**src/rtl/mesh_row_channel_if.sv**
```systemverilog
`default_nettype none
// ============================================================================
// Module   : mesh_row_channel_if
// Purpose  : Bundles the eastbound (cw_*) and westbound (ccw_*) send/ready
//            links between the routers of one mesh row and the row channel.
// Ports    : cw_si/cw_di/cw_ro   router east output  -> channel
//            cw_so/cw_do/cw_ri   channel             -> router west input
//            ccw_si/ccw_di/ccw_ro router west output -> channel
//            ccw_so/ccw_do/ccw_ri channel            -> router east input
//            modport master = router side, modport slave = channel side.
// Revision : 1.0  initial release
// ============================================================================
interface mesh_row_channel_if #(
   parameter int COLS         = 4,
   parameter int PACKET_WIDTH = 64
);
   logic [COLS-1:0]              cw_si;
   logic [COLS*PACKET_WIDTH-1:0] cw_di;
   logic [COLS-1:0]              cw_ro;
   logic [COLS-1:0]              cw_so;
   logic [COLS*PACKET_WIDTH-1:0] cw_do;
   logic [COLS-1:0]              cw_ri;

   logic [COLS-1:0]              ccw_si;
   logic [COLS*PACKET_WIDTH-1:0] ccw_di;
   logic [COLS-1:0]              ccw_ro;
   logic [COLS-1:0]              ccw_so;
   logic [COLS*PACKET_WIDTH-1:0] ccw_do;
   logic [COLS-1:0]              ccw_ri;

   modport master (
      output cw_si, cw_di, cw_ri, ccw_si, ccw_di, ccw_ri,
      input  cw_ro, cw_so, cw_do, ccw_ro, ccw_so, ccw_do
   );

   modport slave (
      input  cw_si, cw_di, cw_ri, ccw_si, ccw_di, ccw_ri,
      output cw_ro, cw_so, cw_do, ccw_ro, ccw_so, ccw_do
   );
endinterface
`default_nettype wire

```
**src/rtl/mesh_row_channel.sv**
```systemverilog
`default_nettype none
// ============================================================================
// Module   : mesh_link_fifo
// Purpose  : One DEPTH-entry send/ready link FIFO. Ready is decoded from the
//            registered count only, so downstream ready never reaches the
//            upstream ready combinationally.
// Ports    : clk, reset        clock, synchronous active-high reset
//            send_i/data_i     upstream send and flit
//            ready_o           ready back to upstream (count < DEPTH)
//            send_o/data_o     downstream send (count != 0) and head flit
//            ready_i           downstream ready
// Revision : 1.0  initial release
// ============================================================================
module mesh_link_fifo #(
   parameter int WIDTH = 64,
   parameter int DEPTH = 2
) (
   input  wire logic             clk,
   input  wire logic             reset,
   input  wire logic             send_i,
   input  wire logic [WIDTH-1:0] data_i,
   output logic                  ready_o,
   output logic                  send_o,
   output logic [WIDTH-1:0]      data_o,
   input  wire logic             ready_i
);
   localparam int PTR_W = $clog2(DEPTH);
   localparam logic [PTR_W:0]   c_FULL    = (PTR_W+1)'(DEPTH);
   localparam logic [PTR_W:0]   c_CNT_ONE = (PTR_W+1)'(1);
   localparam logic [PTR_W-1:0] c_PTR_ONE = PTR_W'(1);

   logic [WIDTH-1:0] mem_q [DEPTH];
   logic [PTR_W-1:0] wr_ptr_q;
   logic [PTR_W-1:0] rd_ptr_q;
   logic [PTR_W:0]   count_q;
   logic             push_w;
   logic             pop_w;

   assign ready_o = (count_q < c_FULL);
   assign send_o  = (count_q != '0);
   assign data_o  = mem_q[rd_ptr_q];
   assign push_w  = send_i & ready_o;
   assign pop_w   = send_o & ready_i;

   always_ff @(posedge clk) begin
      if (reset) begin
         wr_ptr_q <= '0;
         rd_ptr_q <= '0;
         count_q  <= '0;
         for (int i = 0; i < DEPTH; i++) begin
            mem_q[i] <= '0;
         end
      end else begin
         if (push_w) begin
            mem_q[wr_ptr_q] <= data_i;
            wr_ptr_q        <= wr_ptr_q + c_PTR_ONE;
         end
         if (pop_w) begin
            rd_ptr_q <= rd_ptr_q + c_PTR_ONE;
         end
         // Simultaneous push and pop leaves the count unchanged.
         case ({push_w, pop_w})
            2'b10:   count_q <= count_q + c_CNT_ONE;
            2'b01:   count_q <= count_q - c_CNT_ONE;
            default: count_q <= count_q;
         endcase
      end
   end
endmodule

// ============================================================================
// Module   : mesh_row_channel
// Purpose  : Link fabric for one mesh row of COLS routers: a FIFO per
//            eastbound and westbound link between neighbours, plus
//            always-ready edge sinks that count flits routed off the mesh.
// Ports    : clk, reset        clock, synchronous active-high reset
//            bus               row link bundle (slave side)
//            east_drop_cnt     saturating count of flits router COLS-1 sent east
//            west_drop_cnt     saturating count of flits router 0 sent west
//            drop_pulse        [0] east drop last edge, [1] west drop last edge
// Revision : 1.0  initial release
// ============================================================================
module mesh_row_channel #(
   parameter int COLS         = 4,
   parameter int PACKET_WIDTH = 64,
   parameter int DEPTH        = 2,
   parameter int CNT_W        = 16
) (
   input  wire logic         clk,
   input  wire logic         reset,
   mesh_row_channel_if.slave bus,
   output logic [CNT_W-1:0]  east_drop_cnt,
   output logic [CNT_W-1:0]  west_drop_cnt,
   output logic [1:0]        drop_pulse
);
   localparam int              W         = PACKET_WIDTH;
   localparam logic [CNT_W-1:0] c_CNT_MAX = {CNT_W{1'b1}};
   localparam logic [CNT_W-1:0] c_CNT_ONE = CNT_W'(1);

   logic [COLS-1:0]   cw_ro_w;
   logic [COLS-1:0]   cw_so_w;
   logic [COLS*W-1:0] cw_do_w;
   logic [COLS-1:0]   ccw_ro_w;
   logic [COLS-1:0]   ccw_so_w;
   logic [COLS*W-1:0] ccw_do_w;

   logic [CNT_W-1:0]  east_cnt_q;
   logic [CNT_W-1:0]  west_cnt_q;
   logic [1:0]        drop_pulse_q;
   logic              east_acc_w;
   logic              west_acc_w;
   logic              unused_inputs_w;

   // Edge positions: sinks never back-pressure, and no router feeds the
   // west input of column 0 or the east input of column COLS-1.
   assign cw_ro_w[COLS-1]      = 1'b1;
   assign cw_so_w[0]           = 1'b0;
   assign cw_do_w[0 +: W]      = '0;
   assign ccw_ro_w[0]          = 1'b1;
   assign ccw_so_w[COLS-1]     = 1'b0;
   assign ccw_do_w[(COLS-1)*W +: W] = '0;

   for (genvar c = 0; c < COLS-1; c++) begin : g_link
      // Eastbound link c: router c east output -> router c+1 west input.
      mesh_link_fifo #(.WIDTH(W), .DEPTH(DEPTH)) u_cw_fifo (
         .clk     (clk),
         .reset   (reset),
         .send_i  (bus.cw_si[c]),
         .data_i  (bus.cw_di[c*W +: W]),
         .ready_o (cw_ro_w[c]),
         .send_o  (cw_so_w[c+1]),
         .data_o  (cw_do_w[(c+1)*W +: W]),
         .ready_i (bus.cw_ri[c+1])
      );
      // Westbound link c: router c+1 west output -> router c east input.
      mesh_link_fifo #(.WIDTH(W), .DEPTH(DEPTH)) u_ccw_fifo (
         .clk     (clk),
         .reset   (reset),
         .send_i  (bus.ccw_si[c+1]),
         .data_i  (bus.ccw_di[(c+1)*W +: W]),
         .ready_o (ccw_ro_w[c+1]),
         .send_o  (ccw_so_w[c]),
         .data_o  (ccw_do_w[c*W +: W]),
         .ready_i (bus.ccw_ri[c])
      );
   end

   assign bus.cw_ro  = cw_ro_w;
   assign bus.cw_so  = cw_so_w;
   assign bus.cw_do  = cw_do_w;
   assign bus.ccw_ro = ccw_ro_w;
   assign bus.ccw_so = ccw_so_w;
   assign bus.ccw_do = ccw_do_w;

   // Edge sinks are always ready, so send alone is the transfer.
   assign east_acc_w = bus.cw_si[COLS-1];
   assign west_acc_w = bus.ccw_si[0];

   always_ff @(posedge clk) begin
      if (reset) begin
         east_cnt_q   <= '0;
         west_cnt_q   <= '0;
         drop_pulse_q <= '0;
      end else begin
         if (east_acc_w && (east_cnt_q != c_CNT_MAX)) begin
            east_cnt_q <= east_cnt_q + c_CNT_ONE;
         end
         if (west_acc_w && (west_cnt_q != c_CNT_MAX)) begin
            west_cnt_q <= west_cnt_q + c_CNT_ONE;
         end
         drop_pulse_q <= {west_acc_w, east_acc_w};
      end
   end

   assign east_drop_cnt = east_cnt_q;
   assign west_drop_cnt = west_cnt_q;
   assign drop_pulse    = drop_pulse_q;

   // Edge flit data and the readies of non-existent neighbours are discarded.
   assign unused_inputs_w = ^{bus.cw_ri[0], bus.ccw_ri[COLS-1],
                              bus.cw_di[(COLS-1)*W +: W], bus.ccw_di[0 +: W]};
endmodule
`default_nettype wire

```
**src/flat_wrapper.sv**
```systemverilog
// flat-port wrapper written by rule: the top's interface ports become plain ports
module mesh_row_channel_flat 
#(
   parameter int COLS         = 4,
   parameter int PACKET_WIDTH = 64,
   parameter int DEPTH        = 2,
   parameter int CNT_W        = 16
)
  (clk, reset, east_drop_cnt, west_drop_cnt, drop_pulse, bus_cw_si, bus_cw_di, bus_cw_ri, bus_ccw_si, bus_ccw_di, bus_ccw_ri, bus_cw_ro, bus_cw_so, bus_cw_do, bus_ccw_ro, bus_ccw_so, bus_ccw_do);
  mesh_row_channel_if #(.COLS(COLS), .PACKET_WIDTH(PACKET_WIDTH)) bus_i ();
  input  wire logic clk;
  input  wire logic reset;
  output logic [CNT_W-1:0] east_drop_cnt;
  output logic [CNT_W-1:0] west_drop_cnt;
  output logic [1:0] drop_pulse;
  input wire logic [$bits(bus_i.cw_si)-1:0] bus_cw_si;
  input wire logic [$bits(bus_i.cw_di)-1:0] bus_cw_di;
  input wire logic [$bits(bus_i.cw_ri)-1:0] bus_cw_ri;
  input wire logic [$bits(bus_i.ccw_si)-1:0] bus_ccw_si;
  input wire logic [$bits(bus_i.ccw_di)-1:0] bus_ccw_di;
  input wire logic [$bits(bus_i.ccw_ri)-1:0] bus_ccw_ri;
  output wire logic [$bits(bus_i.cw_ro)-1:0] bus_cw_ro;
  output wire logic [$bits(bus_i.cw_so)-1:0] bus_cw_so;
  output wire logic [$bits(bus_i.cw_do)-1:0] bus_cw_do;
  output wire logic [$bits(bus_i.ccw_ro)-1:0] bus_ccw_ro;
  output wire logic [$bits(bus_i.ccw_so)-1:0] bus_ccw_so;
  output wire logic [$bits(bus_i.ccw_do)-1:0] bus_ccw_do;
  assign bus_i.cw_si = bus_cw_si;
  assign bus_i.cw_di = bus_cw_di;
  assign bus_i.cw_ri = bus_cw_ri;
  assign bus_i.ccw_si = bus_ccw_si;
  assign bus_i.ccw_di = bus_ccw_di;
  assign bus_i.ccw_ri = bus_ccw_ri;
  assign bus_cw_ro = bus_i.cw_ro;
  assign bus_cw_so = bus_i.cw_so;
  assign bus_cw_do = bus_i.cw_do;
  assign bus_ccw_ro = bus_i.ccw_ro;
  assign bus_ccw_so = bus_i.ccw_so;
  assign bus_ccw_do = bus_i.ccw_do;
  mesh_row_channel #(.COLS(COLS), .PACKET_WIDTH(PACKET_WIDTH), .DEPTH(DEPTH), .CNT_W(CNT_W)) u_core (.clk(clk), .reset(reset), .bus(bus_i), .east_drop_cnt(east_drop_cnt), .west_drop_cnt(west_drop_cnt), .drop_pulse(drop_pulse));
endmodule
```
**config.mk**
```make
export PLATFORM = sky130hd
export DESIGN_NAME = mesh_row_channel_flat
export DESIGN_NICKNAME = d
export VERILOG_FILES = /design/src/rtl/mesh_row_channel_if.sv /design/src/rtl/mesh_row_channel.sv /design/src/flat_wrapper.sv
export SDC_FILE = /design/constraint.sdc
export NUM_CORES = 1
export LEC_CHECK = 0
export ABC_AREA = 1
export BUFFER_PORTS_ARGS = -buffer_cell sky130_fd_sc_hd__buf_4
export CORE_AREA = 2 2 419 421
export CTS_BUF_LIST = sky130_fd_sc_hd__clkbuf_4
export CTS_CLUSTER_SIZE = 24
export DETAILED_ROUTE_END_ITERATION = 16
export DIE_AREA = 0 0 421 423
export GPL_ROUTABILITY_DRIVEN = 0
export PLACE_DENSITY = 0.45
export SETUP_SLACK_MARGIN = 0.1
export SYNTH_ARGS = -nofsm -noshare
export SYNTH_HDL_FRONTEND = slang
export SYNTH_SLANG_ARGS = --single-unit
```
**constraint.sdc**
```tcl
create_clock -name clk -period 6.2 [get_ports clk]
set_clock_uncertainty 0.15 [all_clocks]
set_input_delay 0.31 -clock clk [delete_from_list [all_inputs] [get_ports clk]]
set_output_delay 0.31 -clock clk [all_outputs]
set_load 0.03 [all_outputs]
```
==> impl_metrics.yaml, run 1 <==
yosys:
  synth_top_area_cell: "edfxtp_1"
  ys_ff_latch: 832
  avgSynthCellArea_um2: 12.05
  seq_area_frac_synth_pct: 66.38
  yosysTopAreaCellShare_pct: 62.89
  synth_warnings: 0
  synth.area.top_cells: "edfxtp_1 (63%), mux2_2 (12%), nor2_1 (8.7%)"
  netlist_area_mm2: 0.03667
  syn_inst: 3044
  synth_cell_types: 28
setup_path:
  cp-end-kind: "primary output"
  setup.worst_path.class: "register to primary output"
  cp_max_fo: 35
  r2r-end: "u_core.g_link[1].u_ccw_fifo.mem_q[0][23]"
  reg2regPathDepth: 6
  worstReg2RegStart: "u_core.g_link[1].u_ccw_fifo.count_q[1]"
  worstPathArrival_ns: 3.31
  critPathLaunchType: "register"
  critPathRequiredTime_ns: 5.74
  rrSetupSlack_ns: 2.95
floorplanning:
  io_pins: 1092
  row_count: 153
  die-area_mm2: 0.1781
  chipHeight_um: 423
  fp.dieW_um: 421
  coreArea_mm2: 0.1732
  initial_core_util_pct: 21.17
sta:
  hold_viol: 0
  fin_crit_ns: 3.775
  rsz0062_at_grt: "false"
  slew_headroom_pct: 31.39
  setup_viol_count_final: 0
  worst_pin_slew_ns: 1.029
  period_share_pct: 60.88
  fmax_ghz: 0.2649
  drv_slew: 0
  finalSetupTns_ns: 0
layout:
  final_util_pct: 32.33
  fin_area_mm2: 0.05602
  finalNetCount: 5385
  fillers: 17860
  layout-drive-gt1-share_pct: 33.81
  area_delta_synth_final_pct: 52.75
detailed_routing:
  wl_mm: 120.6
  antenna_left: 0
  via_per_inst: 3.838
  vias: 28090
  drc_errors: 0
  dr_wl_met3_mm: 7.456
  routedLengthMet1_mm: 44.80
  top_layer: "met5"
  dr.pass1.iters: 5
  drtIter0Drc: 1173
  wl_per_cell_um: 16.47
  met2_length_mm: 62.32
place:
  post_dp_cell_area_mm2: 0.04479
  place.port_buffers: 829
  place.detailed.hpwl_mm: 76.62
clocking:
  cts_root_buffer: "clkbuf_4"
  cts_max_level: 5
  clock_path_buffers: 4
  post_cts_buffers: 0
  clock-sinks: 832
  cts_tree: "yes"
  clk_latency_ns: 1.21
  numCtsBuffers: 275
  clk_pin_slew_ns: 0.06
worst_hold_path:
  holdPathStages: 4
  hp-start: "bus_cw_si[2]"
  worstHoldPathType: "primary input to register"
  hold_end: "u_core.g_link[2].u_cw_fifo.mem_q[1][49]"
grt:
  grt_max_degree: 67
  grt_pass1_vias: 29090
  grt_usage_pct: 13.15
  antenna_found_initial: 11
  grt-ovfl-total: 0
  grt_pass1_wl_mm: 177.5
pwr:
  p_total_mw: 17.28
  power_density_mw_per_mm2: 308.4
  peakVddDrop_mv: 0.1723
  leakage_nw: 24.69
flow_run:
  max-cap-violations: 0
outcome:
  status: "finished, final reports clean"
-- cell usage after synthesis (all sizes together) --
cell type	number
nor2	867
edfxtp	768
inv	418
mux2	384
buf	274
nand2	129
dfxtp	64
a21oi	46
o21ai	31
nand3	30
nand4	9
ha	8
clkbuf	7
nor3	4
conb	2
nand3b	2
xor2	1
-- cell usage in the layout (no fill, tap or decap), drive strengths merged --
cell type and n:
nor2 867, buf 858, dlygate4sd3 819, edfxtp 768, inv 424, mux2 384, clkbuf 372, conb 132
nand2 129, dfxtp 64, a21oi 46, o21ai 31, clkinv 31, nand3 30, diode 13, nand4 9
ha 8, nor3 4, nand3b 2, bufinv 2, xor2 1
-- worst max-delay path, cell delays in order, from the launching register on --
cell	delay, ns
dfxtp_2	0.88
buf_4	0.60
mux2_2	0.42
buf_4	0.18
-- what timing repair did --
action                                 in CTS  in global routing
gates resized for setup                     0                  0
hold buffers                              819                  0
endpoints found under the hold margin    1125                  0
-- through the flow --
stage	setup slack [ns]	hold slack (ns)	cells
floorplan	3.286	0.2291	3174
global placement	2.354	0.2733	6076
detailed placement	2.385	0.2806	6076
CTS	2.132	0.04178	7306
global route	2.094	0.06354	7319
finish	2.425	0.2318	7319
-- worst max-delay path by stage --
stage             start                                        to  slack [ns]  depth (start not counted)
2_1_floorplan     reset    u_core.g_link[0].u_cw_fifo.mem_q[1][0]        3.29                          6
3_3_place_gp      reset  u_core.g_link[1].u_ccw_fifo.mem_q[0][29]        2.35                          5
3_5_place_dp      reset  u_core.g_link[1].u_ccw_fifo.mem_q[0][29]        2.39                          5
4_1_cts        register                            bus_cw_do[110]        2.13                          3
5_1_grt        register                            bus_cw_do[110]        2.09                          3
6_report       register                            bus_cw_do[110]        2.43                          3
-- cells by family after synthesis --
logic type / synth area share [%]
mux: 11.79
buf+inv: 9.250
flops: 66.38
fa+ha+maj: 0.2730
compound gates: 1.061
other cells: 0.02048
simple gates: 11.19
xor+xnor: 0.02389
-- routing by layer --
| layer | vias to the layer above | GRT usage [%] |
|---|---|---|
| met2 | 942 | 23.53 |
| met3 | 248 | 4.037 |
| li1 | 13480 | - |
| met5 | - | 0 |
| met1 | 13420 | 13.66 |
| met4 | 2 | 7.278 |
-- layout make-up --
type                            instances  area, um^2  share of cell area (%)
Timing Repair Buffer                 1677       14640                   26.13
Tap cell                             2325        2909                   5.193
Antenna cell                           13       32.53                 0.05808
Clock inverter                         39       206.4                  0.3686
Clock buffer                          372        2793                   4.986
Inverter                              418        1572                   2.806
Sequential cell                       832       24360                   43.48
Multi-Input combinational cell       1643        9508                   16.97
-- state kept, by name (all words and copies together) (netlist names), named ones only --
| name | cells |
|---|---|
| u_core.g_link.u_ccw_fifo.wr_ptr_q | 3 |
| u_core.drop_pulse | 2 |
| u_core.g_link.u_cw_fifo.wr_ptr_q | 3 |
| u_core.east_drop_cnt | 16 |
| u_core.g_link.u_cw_fifo.rd_ptr_q | 3 |
| u_core.g_link.u_ccw_fifo.count_q | 6 |
| u_core.g_link.u_ccw_fifo.mem_q | 384 |
| u_core.g_link.u_cw_fifo.count_q | 6 |
| u_core.west_drop_cnt | 16 |
| u_core.g_link.u_ccw_fifo.rd_ptr_q | 3 |
| u_core.g_link.u_cw_fifo.mem_q | 384 |
-- power breakdown --
group	leakage [nW]	internal, mW	switching (mW)
combinational	14.3	1.97	3.03
clock	1.83	2.80	2.45
sequential	8.56	6.82	0.195
Note: power is estimated with default switching activity, not from simulation.
==> run 2: changes to the inputs <==
--- a/config.mk
+++ b/config.mk
@@ -7,13 +7,13 @@
 export LEC_CHECK = 0
 export ABC_AREA = 1
 export BUFFER_PORTS_ARGS = -buffer_cell sky130_fd_sc_hd__buf_4
-export CORE_AREA = 2 2 419 421
+export CORE_AREA = 2 2 430 432
 export CTS_BUF_LIST = sky130_fd_sc_hd__clkbuf_4
 export CTS_CLUSTER_SIZE = 24
 export DETAILED_ROUTE_END_ITERATION = 16
-export DIE_AREA = 0 0 421 423
+export DIE_AREA = 0 0 432 434
 export GPL_ROUTABILITY_DRIVEN = 0
-export PLACE_DENSITY = 0.45
+export PLACE_DENSITY = 0.44
 export SETUP_SLACK_MARGIN = 0.1
 export SYNTH_ARGS = -nofsm -noshare
 export SYNTH_HDL_FRONTEND = slang
==> constraint.sdc (replaced) <==
create_clock -name clk -period 3.4 [get_ports clk]
set_clock_uncertainty 0.15 [all_clocks]
set_input_delay 0.17 -clock clk [delete_from_list [all_inputs] [get_ports clk]]
set_output_delay 0.17 -clock clk [all_outputs]
set_load 0.03 [all_outputs]
==> impl_metrics.yaml, run 2 (synthesis gave the netlist of run 1 again) <==
layout:
  instances_no_fill: 7781
  layout-drive-gt1-share_pct: 31.93
  final_common_cell: "dlygate4sd3_1"
  largestRegisters: "u_core.g_link.u_ccw_fifo.mem_q: 384 flops, u_core.g_link.u_cw_fifo.mem_q: 384 flops"
  finalNetCount: 5727
  final_cell_mix: "dlygate4sd3_1 (1,168), buf_4 (860), nor2_1 (849)"
  area_delta_synth_final_pct: 64.40
  fin_area_mm2: 0.06029
sta:
  slew_headroom_pct: 38.11
  whs_ns: 0.2134
  period_share_pct: 88.17
  setup_viol_count_final: 0
  fmax_ghz: 0.3336
  worst_pin_slew_ns: 0.9284
  drv_slew: 0
  hold_viol: 0
  fin_crit_ns: 2.998
  finalSetupTns_ns: 0
  rsz0062_at_grt: "false"
setup_path:
  cp-end-kind: "register"
  critPathRequiredTime_ns: 4.22
  critPathLaunchType: "primary input"
  crit_start: "reset"
  setup.worst_path.class: "primary input to register"
  worstPathArrival_ns: 3.82
  cp_max_fo: 64
  worstReg2RegStart: "u_core.g_link[2].u_cw_fifo.count_q[1]"
detailed_routing:
  routedLengthMet1_mm: 45.31
  antenna_left: 0
  vias: 29580
  drc_errors: 0
  wl_per_cell_um: 16.11
  dr_wl_met3_mm: 8.031
  dr.pass1.iters: 4
  met2_length_mm: 64.07
  wl_mm: 125.4
  drtIter0Drc: 1120
  top_layer: "met5"
  via_per_inst: 3.802
grt:
  grt_pass1_vias: 30490
  antenna_found_initial: 12
  grt_pass1_wl_mm: 181.7
  grt-ovfl-total: 0
  grt_max_degree: 66
  grt_usage_pct: 12.95
clocking:
  clock_path_buffers: 3
  numCtsBuffers: 239
  clock-sinks: 832
  cts_tree: "yes"
  cts_root_buffer: "clkbuf_4"
  clk_pin_slew_ns: 0.07
  clk_latency_ns: 1.25
  cts_max_level: 4
flow_run:
  max-cap-violations: 0
place:
  post_dp_cell_area_mm2: 0.04531
  place.port_buffers: 829
  place.detailed.hpwl_mm: 81.64
  post-place-cells: 6159
floorplanning:
  initial_core_util_pct: 20.09
  die-area_mm2: 0.1875
  coreArea_mm2: 0.1825
  io_pins: 1092
  chipHeight_um: 434
  fp.dieW_um: 432
  row_count: 157
pwr:
  p_total_mw: 32.20
  power_density_mw_per_mm2: 534.1
  leakage_nw: 26.45
  peakVddDrop_mv: 0.2834
worst_hold_path:
  hp-start: "bus_cw_si[1]"
  worstHoldPathType: "primary input to register"
outcome:
  status: "finished, final reports clean"
[run 2: cell count changes in the layout (fill, tap and decap cells not counted), sizes merged]
cell | previous run | this run
dlygate4sd3 | 819 | 1168
buf | 858 | 887
clkbuf | 372 | 375
bufinv | 2 | 3
clkinvlp | 0 | 1
inv | 424 | 423
diode | 13 | 16
clkinv | 31 | 48
[run 2: timing repair]
item / 4_1_cts / 5_1_grt
endpoints found under the setup margin: 156 / 0
hold buffers: 1168 / 0
resized for setup: 2 / 0
hold endpoints to repair: 1565 / 0
buffers inserted: 6 / 0
[run 2: metrics by stage]
| stage | worst slack, ns | utilization (%) |
|---|---|---|
| after floorplan | 0.4876 | - |
| after global placement | 0.7827 | 24.83 |
| after detailed placement | 0.7728 | 24.83 |
| after CTS | 0.1082 | 33.01 |
| after global routing | 0.1393 | 33.04 |
| final | 0.4022 | 33.04 |
[run 2: final cells by class]
type / instances / area, um^2
multi-input combinational: 1643 / 9493
fill: 18530 / 122200
sequential: 832 / 24360
antenna: 16 / 40.04
tap: 2385 / 2984
timing repair buffer: 2055 / 18670
clock inverter: 57 / 347.8
clock buffer: 375 / 2815
inverter: 418 / 1572
[run 2: final timing paths]
kind                                             end  slack (ns)  cells after the start
max          u_core.g_link[1].u_cw_fifo.mem_q[1][58]        0.40                      9
min          u_core.g_link[1].u_cw_fifo.mem_q[1][12]        0.21                      4
max reg2reg  u_core.g_link[2].u_cw_fifo.mem_q[0][27]        0.85                      7
min reg2reg                                 register        0.30                      1
[run 2: worst max-delay path, cell delays in order]
cell           delay, ns
dlygate4sd3_1       0.53
buf_4               0.14
dlygate4sd3_1       0.82
inv_4               0.31
buf_4               0.26
nand4_1             0.12
buf_4               0.66
nor2_1              0.10
dlygate4sd3_1       0.60
[run 2: where the power goes]
group          total, mW  leakage, nW  switching (mW)  internal (mW)
logic               9.72         16.0            5.69           4.03
registers           12.8         8.56           0.331           12.4
clock network       9.71         1.89            4.51           5.20
[run 2: metal layers]
layer | GRT usage (%) | vias up
met4 | 8.426 | 6
met2 | 23.10 | 948
met5 | 0 | -
met1 | 13.10 | 14060
met3 | 3.863 | 330
li1 | - | 14240
